File: config.mk
export PLATFORM = sky130hd
export DESIGN_NAME = psr_reset_seq
export DESIGN_NICKNAME = d
export VERILOG_FILES = /design/src/rtl/psr_pkg.sv /design/src/rtl/psr_input_filter.sv /design/src/rtl/psr_reset_seq.sv
export SDC_FILE = /design/constraint.sdc
export NUM_CORES = 1
export LEC_CHECK = 0
export CORE_ASPECT_RATIO = 1.75
export CORE_MARGIN = 1.5
export CORE_UTILIZATION = 30
export DETAILED_ROUTE_END_ITERATION = 8
export SLEW_MARGIN = 30
export SYNTH_ARGS = -nofsm -noshare
export SYNTH_HDL_FRONTEND = slang
export SYNTH_SLANG_ARGS = --single-unit
export TNS_END_PERCENT = 20
File: constraint.sdc
create_clock -name aclk -period 2.4 [get_ports aclk]
set_input_delay 0.24 -clock aclk [delete_from_list [all_inputs] [get_ports aclk]]
set_output_delay 0.24 -clock aclk [all_outputs]
set_load 0.01 [all_outputs]
File: src/rtl/psr_pkg.sv
// psr_pkg: shared state encoding, counter sizing and per-state output vectors for the reset sequencer
package psr_pkg;
  typedef enum logic [2:0] {ASSERT, HOLD, REL_BUS, REL_IC, REL_PER, RUN} psr_state_t;
  // Output vector layout: {bus_struct_reset, interconnect_aresetn, peripheral_aresetn, mb_reset}
  localparam logic [3:0] OUT_RESET = 4'b1001;
  localparam logic [3:0] OUT_BUS   = 4'b0001;
  localparam logic [3:0] OUT_IC    = 4'b0101;
  localparam logic [3:0] OUT_PER   = 4'b0111;
  localparam logic [3:0] OUT_RUN   = 4'b0110;
  function automatic int cnt_w(int hold_cycles, int stage_gap);
    return $clog2(hold_cycles > stage_gap ? hold_cycles : stage_gap) + 1;
  endfunction
  function automatic logic [3:0] out_vec(psr_state_t s);
    return s == RUN ? OUT_RUN : s == REL_PER ? OUT_PER : s == REL_IC ? OUT_IC :
           s == REL_BUS ? OUT_BUS : OUT_RESET;
  endfunction
endpackage

File: src/rtl/psr_input_filter.sv
// psr_input_filter: synchronizes one async reset source, normalizes it to active-high and glitch-filters it
module psr_input_filter #(
  parameter int SYNC_STAGES = 2,
  parameter int FILTER = 4,
  parameter int ACTIVE_HIGH = 1
) (
  input  logic clk,
  input  logic rst,
  input  logic pin,
  output logic req
);
  logic [SYNC_STAGES-1:0] sync;
  logic s;
  always_ff @(posedge clk) begin
    if (rst) sync <= '0;
    else sync <= {sync[SYNC_STAGES-2:0], pin};
  end
  assign s = (ACTIVE_HIGH != 0) ? sync[SYNC_STAGES-1] : ~sync[SYNC_STAGES-1];
  generate
    if (FILTER <= 1) begin : g_pass
      // A one-cycle filter qualifies every sample, so the synchronized level is used directly.
      assign req = s;
    end else begin : g_filt
      localparam int CW = $clog2(FILTER);
      logic [CW-1:0] cnt;
      logic q;
      always_ff @(posedge clk) begin
        if (rst) begin
          cnt <= '0;
          q <= 1'b0;
        end else begin
          cnt <= !s ? '0 : cnt == CW'(FILTER - 1) ? cnt : cnt + 1'b1;
          q <= s && cnt == CW'(FILTER - 1);
        end
      end
      assign req = q;
    end
  endgenerate
endmodule

File: src/rtl/psr_reset_seq.sv
// psr_reset_seq: holds all domain resets while any request is present, then releases bus, interconnect, peripheral, processor in order
module psr_reset_seq
  import psr_pkg::*;
#(
  parameter int SYNC_STAGES = 2,
  parameter int EXT_FILTER = 4,
  parameter int AUX_FILTER = 4,
  parameter int HOLD_CYCLES = 16,
  parameter int STAGE_GAP = 16,
  parameter int EXT_RESET_ACTIVE_HIGH = 1,
  parameter int AUX_RESET_ACTIVE_HIGH = 0
) (
  input  logic aclk,
  input  logic rst,
  input  logic ext_reset_in,
  input  logic aux_reset_in,
  input  logic mb_debug_sys_rst,
  input  logic dcm_locked,
  output logic bus_struct_reset,
  output logic interconnect_aresetn,
  output logic peripheral_aresetn,
  output logic peripheral_reset,
  output logic mb_reset,
  output logic rst_busy
);
  localparam int CW = cnt_w(HOLD_CYCLES, STAGE_GAP);
  logic ext_q, aux_q, dbg_s, lock_req, any_req, done;
  logic [CW-1:0] cnt;
  logic [3:0] ov;
  psr_state_t state, nxt;
  psr_input_filter #(.SYNC_STAGES(SYNC_STAGES), .FILTER(EXT_FILTER), .ACTIVE_HIGH(EXT_RESET_ACTIVE_HIGH))
    u_ext (.clk(aclk), .rst(rst), .pin(ext_reset_in), .req(ext_q));
  psr_input_filter #(.SYNC_STAGES(SYNC_STAGES), .FILTER(AUX_FILTER), .ACTIVE_HIGH(AUX_RESET_ACTIVE_HIGH))
    u_aux (.clk(aclk), .rst(rst), .pin(aux_reset_in), .req(aux_q));
  psr_input_filter #(.SYNC_STAGES(SYNC_STAGES), .FILTER(1), .ACTIVE_HIGH(1))
    u_dbg (.clk(aclk), .rst(rst), .pin(mb_debug_sys_rst), .req(dbg_s));
  psr_input_filter #(.SYNC_STAGES(SYNC_STAGES), .FILTER(1), .ACTIVE_HIGH(0))
    u_lock (.clk(aclk), .rst(rst), .pin(dcm_locked), .req(lock_req));
  assign any_req = ext_q | aux_q | dbg_s | lock_req;
  // HOLD ends one count later than a gap: the edge leaving ASSERT is itself the first hold cycle.
  always_comb begin
    done = state == HOLD ? cnt == CW'(HOLD_CYCLES) : cnt == CW'(STAGE_GAP - 1);
    nxt = any_req ? ASSERT : state == ASSERT ? HOLD : state == RUN ? RUN :
          done ? psr_state_t'(state + 3'd1) : state;
    ov = out_vec(nxt);
  end
  always_ff @(posedge aclk) begin
    if (rst) begin
      state <= ASSERT;
      cnt <= '0;
      {bus_struct_reset, interconnect_aresetn, peripheral_aresetn, mb_reset} <= OUT_RESET;
      peripheral_reset <= 1'b1;
      rst_busy <= 1'b1;
    end else begin
      state <= nxt;
      cnt <= (nxt != state || state == ASSERT || state == RUN) ? '0 : cnt + 1'b1;
      {bus_struct_reset, interconnect_aresetn, peripheral_aresetn, mb_reset} <= ov;
      peripheral_reset <= ~ov[1];
      rst_busy <= nxt != RUN;
    end
  end
endmodule

# Yosys cells after proc, flatten, opt, wreduce, memory -nomap -nowiden
# Cells that the tools add are included.
# word_totals
word_cells	56
in_bits	6
regBits	28
output_inout_bits	6
# classes
n_mux	9
bitwise	7
add_sub_neg	4
n_eq_ne	12
n_reduce_logical	8
# ops
operator	n
4-bit two-way mux	4
3-bit two-way mux	4
3-bit == test (second input constant)	3
3-bit by 2-bit == test with 1-bit output (second input constant)	2
2-bit OR reduction	3
5-bit by 1-bit adder with 5-bit output (second input constant)	1
5-bit by 4-bit == test with 1-bit output (second input constant)	1
5-bit == test (second input constant)	1
2-bit by 1-bit adder with 2-bit output (second input constant)	2
2-bit == test (second input constant)	2
1-bit NOT	4
3-bit by 1-bit adder with 3-bit output (second input constant)	1
3-bit by 1-bit == test with 1-bit output (second input constant)	1
3-bit logical NOT	1
3-bit != test	1
3-bit != test (second input constant)	1
1-bit bitwise OR	3
1-bit logical AND	2
1-bit logical OR	2
1-bit two-way mux	1

# Longest topological paths before layout
# logic_depth
depth_word	12
ltp_mapped	9
ltp_nobuf	8

# By module
# From an unflattened synthesis, not the netlist that was laid out.
# unflattened
hier_cells	118
area_unflattened_um2	1206.2
# modules_own_cells
module	instances	seq_area_each_um2	area_per_inst_um2	cells_per_inst
psr_reset_seq	1	260.2	760.7	81
psr_input_filter (u_aux)	1	100.1	171.4	13
psr_input_filter (u_ext)	1	100.1	165.2	15
psr_input_filter (u_lock)	1	40.0	56.3	5
psr_input_filter (u_dbg)	1	40.0	52.6	4

# Least setup slack after synthesis
# OpenSTA, ideal clock, no wires.
# synth_path
path_kind	register -> register
from	register state[1]
to	register bus_struct_reset
required_time_ns	2.286
setup_time_ns	0.114
setup_slack_ns	0.016
synth_period_minus_slack_ns	2.384
arrival_ns	2.270
stages_incl_launch_ff	10
path_buffers	1
cell_sequence	dfxtp_1 inv_1 ha_1 nor2b_2 or4b_4 and2_4 buf_6 mux2i_1 or3_1 a21o_1
# synth_via
elab_chain_cells	11
word_cells_on_any_way	17
cone_classes	1 x add/sub; 6 x eq/ne; 9 x mux; 1 x reduce/logical
# synth_lines
element	line_no	rtl
start: declaration	psr_reset_seq.sv:30	psr_state_t state, nxt;
start signal: assignment	psr_reset_seq.sv:55	state <= nxt;
branches (longest 4 deep; another with 3-bit by 1-bit adder with 3-bit output)	--	
3-bit two-way mux * (2 in series)	psr_reset_seq.sv:43	nxt = any_req ? ASSERT : state == ASSERT ? HOLD : state == RUN ? RUN :
3-bit by 2-bit == test with 1-bit output	psr_pkg.sv:15	s == REL_BUS ? OUT_BUS : OUT_RESET;
4-bit two-way mux	psr_pkg.sv:15	
4-bit two-way mux (2 in series)	psr_pkg.sv:14	return s == RUN ? OUT_RUN : s == REL_PER ? OUT_PER : s == REL_IC ? OUT_IC :
4-bit two-way mux *	psr_pkg.sv:14	
end signal: assignment	psr_reset_seq.sv:57	{bus_struct_reset, interconnect_aresetn, peripheral_aresetn, mb_reset} <= ov;
end: declaration	psr_reset_seq.sv:19	output logic bus_struct_reset,
# Every way passes the cells marked *.
# A chain may end at the register's enable or synchronous reset.

# Worst setup path in the final report
# layout_path
from	register state[0]
to	register bus_struct_reset
# The elaborated chain is that of the path after synthesis.

==> impl_results.md <==
- Final cycle utilization of the critical path: about 95%
- Yosys warnings: 0
- RD Place Congestion: around 0.9
- Pins Over Slew Limit: 0
- Startpoint types: flip-flop
- # diodes: 0
- EDFF count, synth: 0
- Most common cell in the netlist: dfxtp_1
- Largest net degree at the start of global routing: 18
- Die Y: 83.6 um
- Die area: roughly 4000 um^2
- Fin cells: around 170
- Clock Latency Late Sink: 0.27 ns
- GRT Util Overall: a little over 10%
- Vias in the first global route: slightly above 800
- CP cell instances: ha_1 > nor2b_2 > or4b_4 > and2_4 > mux2i_1 > or3_1 > a21o_1
- Endpoint type of the worst setup path: flip-flop
- Clk slew on worst S/H paths: ~0.09 ns
- Via count: about 800
- Syn Inst Count: around 110
- PwrDens: slightly below 600 nW/um^2
- Sum of buffers and inverters on the critical path: 0
- Row count: 29
- Setup Fix Bufs, Post-CTS: 0
- Max Buffers Root-to-Sink: 2
- CP required: between 2 and 3 ns
- Clk root buf: clkbuf_8
- P_leak: about 0.50 nW
- Mapped cell area: about 1100 um^2
- Setup TNS: 0 ns
- Sink Count: 27
- Area growth syn-to-layout: 19.9%
- Worst Skew: roughly 0.0013 ns
- Layout cells sized above 1: around 13%
- Max Fclk: ~0.44 GHz
- Min cycle time layout: roughly 2.3 ns
- Drt pass-1 iters: 4
- Final ANT Viol Nets: 0
- Slew @ Worst Pin: 0.409 ns
- Die Wd: between 40 and 50 um
- Initial antenna violation count: 0
- Detail Placement HPWL: about 1.4 mm
- Top FF cell, synth: dfxtp_1
- Register area share after synthesis: ~49%
- Ports: 12
- Top post-synthesis cells by count: 27 x dfxtp_1, 11 x nor2_1, 9 x nor2b_1
- Routed wire length per instance: approximately 11 um
- Cell Count Post-Placement: around 170
- Top post-synthesis cells by area: dfxtp_1 49%, ha_1 6.7%, nor2b_1 5.1%, mux2i_1 4.5%, nor2_1 3.7%
- Setup violations, final: 0
- Crit path kind: flip-flop to flip-flop
- Place WS: roughly 0.14 ns
- Fin util: a little under two fifths
- Fin worst setup slack: 0.118 ns
- Slowest CP cell: or4b_4
- Core Box Area: 3590 um^2
- Final Hold Viols: 0
- DRC Markers: 0
- Final wirelength: approximately 1.8 mm
- CTS HTree Levels: 1
- Avg Cell Area, Syn: slightly above 10 um^2
- Grt total ovfl: 0
- Relative max-transition margin: roughly 72%
- Asr flop ratio synth: 0%
- Number of port buffers: 11
- DR iter-0 viols: 29
- Vias per cell: 4.71
- CTS Buf Count: 3
- Post-synthesis cell type count: 35
- Post-synth top area cell: dfxtp_1
- Post-cts repair resize count: 0
- Setup repair after global routing missed its margin: false
- Final #Nets: roughly 140
- Crit path largest cell delay: 0.52 ns
- CP arrival: approximately 2.5 ns
- CP delay by family, top: simple AND/OR/NAND/NOR gates
- Maxcap violations: 0
- Yosys reg bits: 27
- Global-route wire length before repair: about 3.3 mm
- Yosys top cell area share: between 40% and 50%
- CTS tree: built
- Hold-fix buffers at CTS: 0
- CP max FO: 7
- Syn Nets: approximately 120
- Min-delay worst type: flip-flop to flip-flop
- Outcome: completed
- Peak VDD IR: ~270 uV
- Starting Density: 31.0%
- Total power: between 0.7 and 0.8 mW
## final cells by class
| class | instances | area (um^2) |
|---|---|---|
| Sequential cell | 27 | 541 |
| Clock buffer | 3 | 41.3 |
| Clock inverter | 1 | 8.76 |
| Multi-Input combinational cell | 74 | 523 |
| Timing Repair Buffer | 16 | 148 |
| Tap cell | 46 | 57.6 |
| Fill cell | 358 | 2260 |
| Inverter | 4 | 15.0 |
## worst paths after layout
| check | slack [ns] | startpoint | end | depth (start not counted) |
|---|---|---|---|---|
| max | 0.12 | state[0] | bus_struct_reset | 7 |
| min | 0.45 | u_dbg.sync[0] | u_dbg.sync[1] | 1 |
| max reg2reg | 0.12 | state[0] | bus_struct_reset | 7 |
| min reg2reg | 0.45 | u_dbg.sync[0] | u_dbg.sync[1] | 1 |
## power breakdown
group / leakage, nW / switching [mW] / internal (mW) / total [mW]
logic: 0.256 / 0.0179 / 0.0234 / 0.0413
clock network: 0.0261 / 0.144 / 0.122 / 0.265
registers: 0.220 / 0.00583 / 0.461 / 0.466
## cell families after synthesis
family,after synthesis,share of synthesized area (%)
mux,5,4.50
flops,27,48.6
compound gates,12,6.53
simple gates,45,24.5
fa+ha+maj,6,6.75
buf+inv,8,4.39
xor+xnor,6,4.72
## routing by layer
metal	global-route usage [%]	up-vias	part of all wire, %
met4	7.53	0	2.8
met1	9.37	378	36
li1	-	401	-
met2	18.9	21	57
met5	0	-	0
met3	1.79	6	3.3
## flip-flops by register name, indices dropped and copies added (netlist names)
signal / flops
mb_reset: 1
u_ext.sync: 2
u_ext.g_filt.cnt: 2
peripheral_aresetn: 1
u_ext.req: 1
bus_struct_reset: 1
interconnect_aresetn: 1
u_aux.req: 1
u_aux.g_filt.cnt: 2
cnt: 5
u_aux.sync: 2
u_lock.sync: 2
peripheral_reset: 1
u_dbg.sync: 2
state: 3
## cells in the final DEF (no fill, tap or decap), drive strengths merged
master,Yosys,final
nor3,3,3
ha,6,6
clkdlybuf4s50,0,11
o21bai,1,1
nor4,1,1
or2b,2,2
nand4,1,1
mux2i,5,5
a21oi,4,4
nand2b,4,4
a21o,1,1
or3b,1,1
nand3,4,4
o21ai,3,3
o221ai,1,1
a211oi,1,1
inv,4,5
clkbuf,1,3
and2,1,1
a31oi,1,1
or4b,2,2
xor2,4,4
nor2,11,11
nor3b,1,1
buf,3,5
or3,1,1
dfxtp,27,27
xnor2,2,2
nor4b,1,1
nand2,2,2
nor2b,10,10
## stage by stage
stage               instance area (um^2)  hold WS [ns]
floorplan                           1110         0.312
global placement                    1280         0.422
detailed placement                  1280         0.427
CTS                                 1330         0.451
global route                        1330         0.481
finish                              1330         0.447
(Power assumes the default switching activity.)
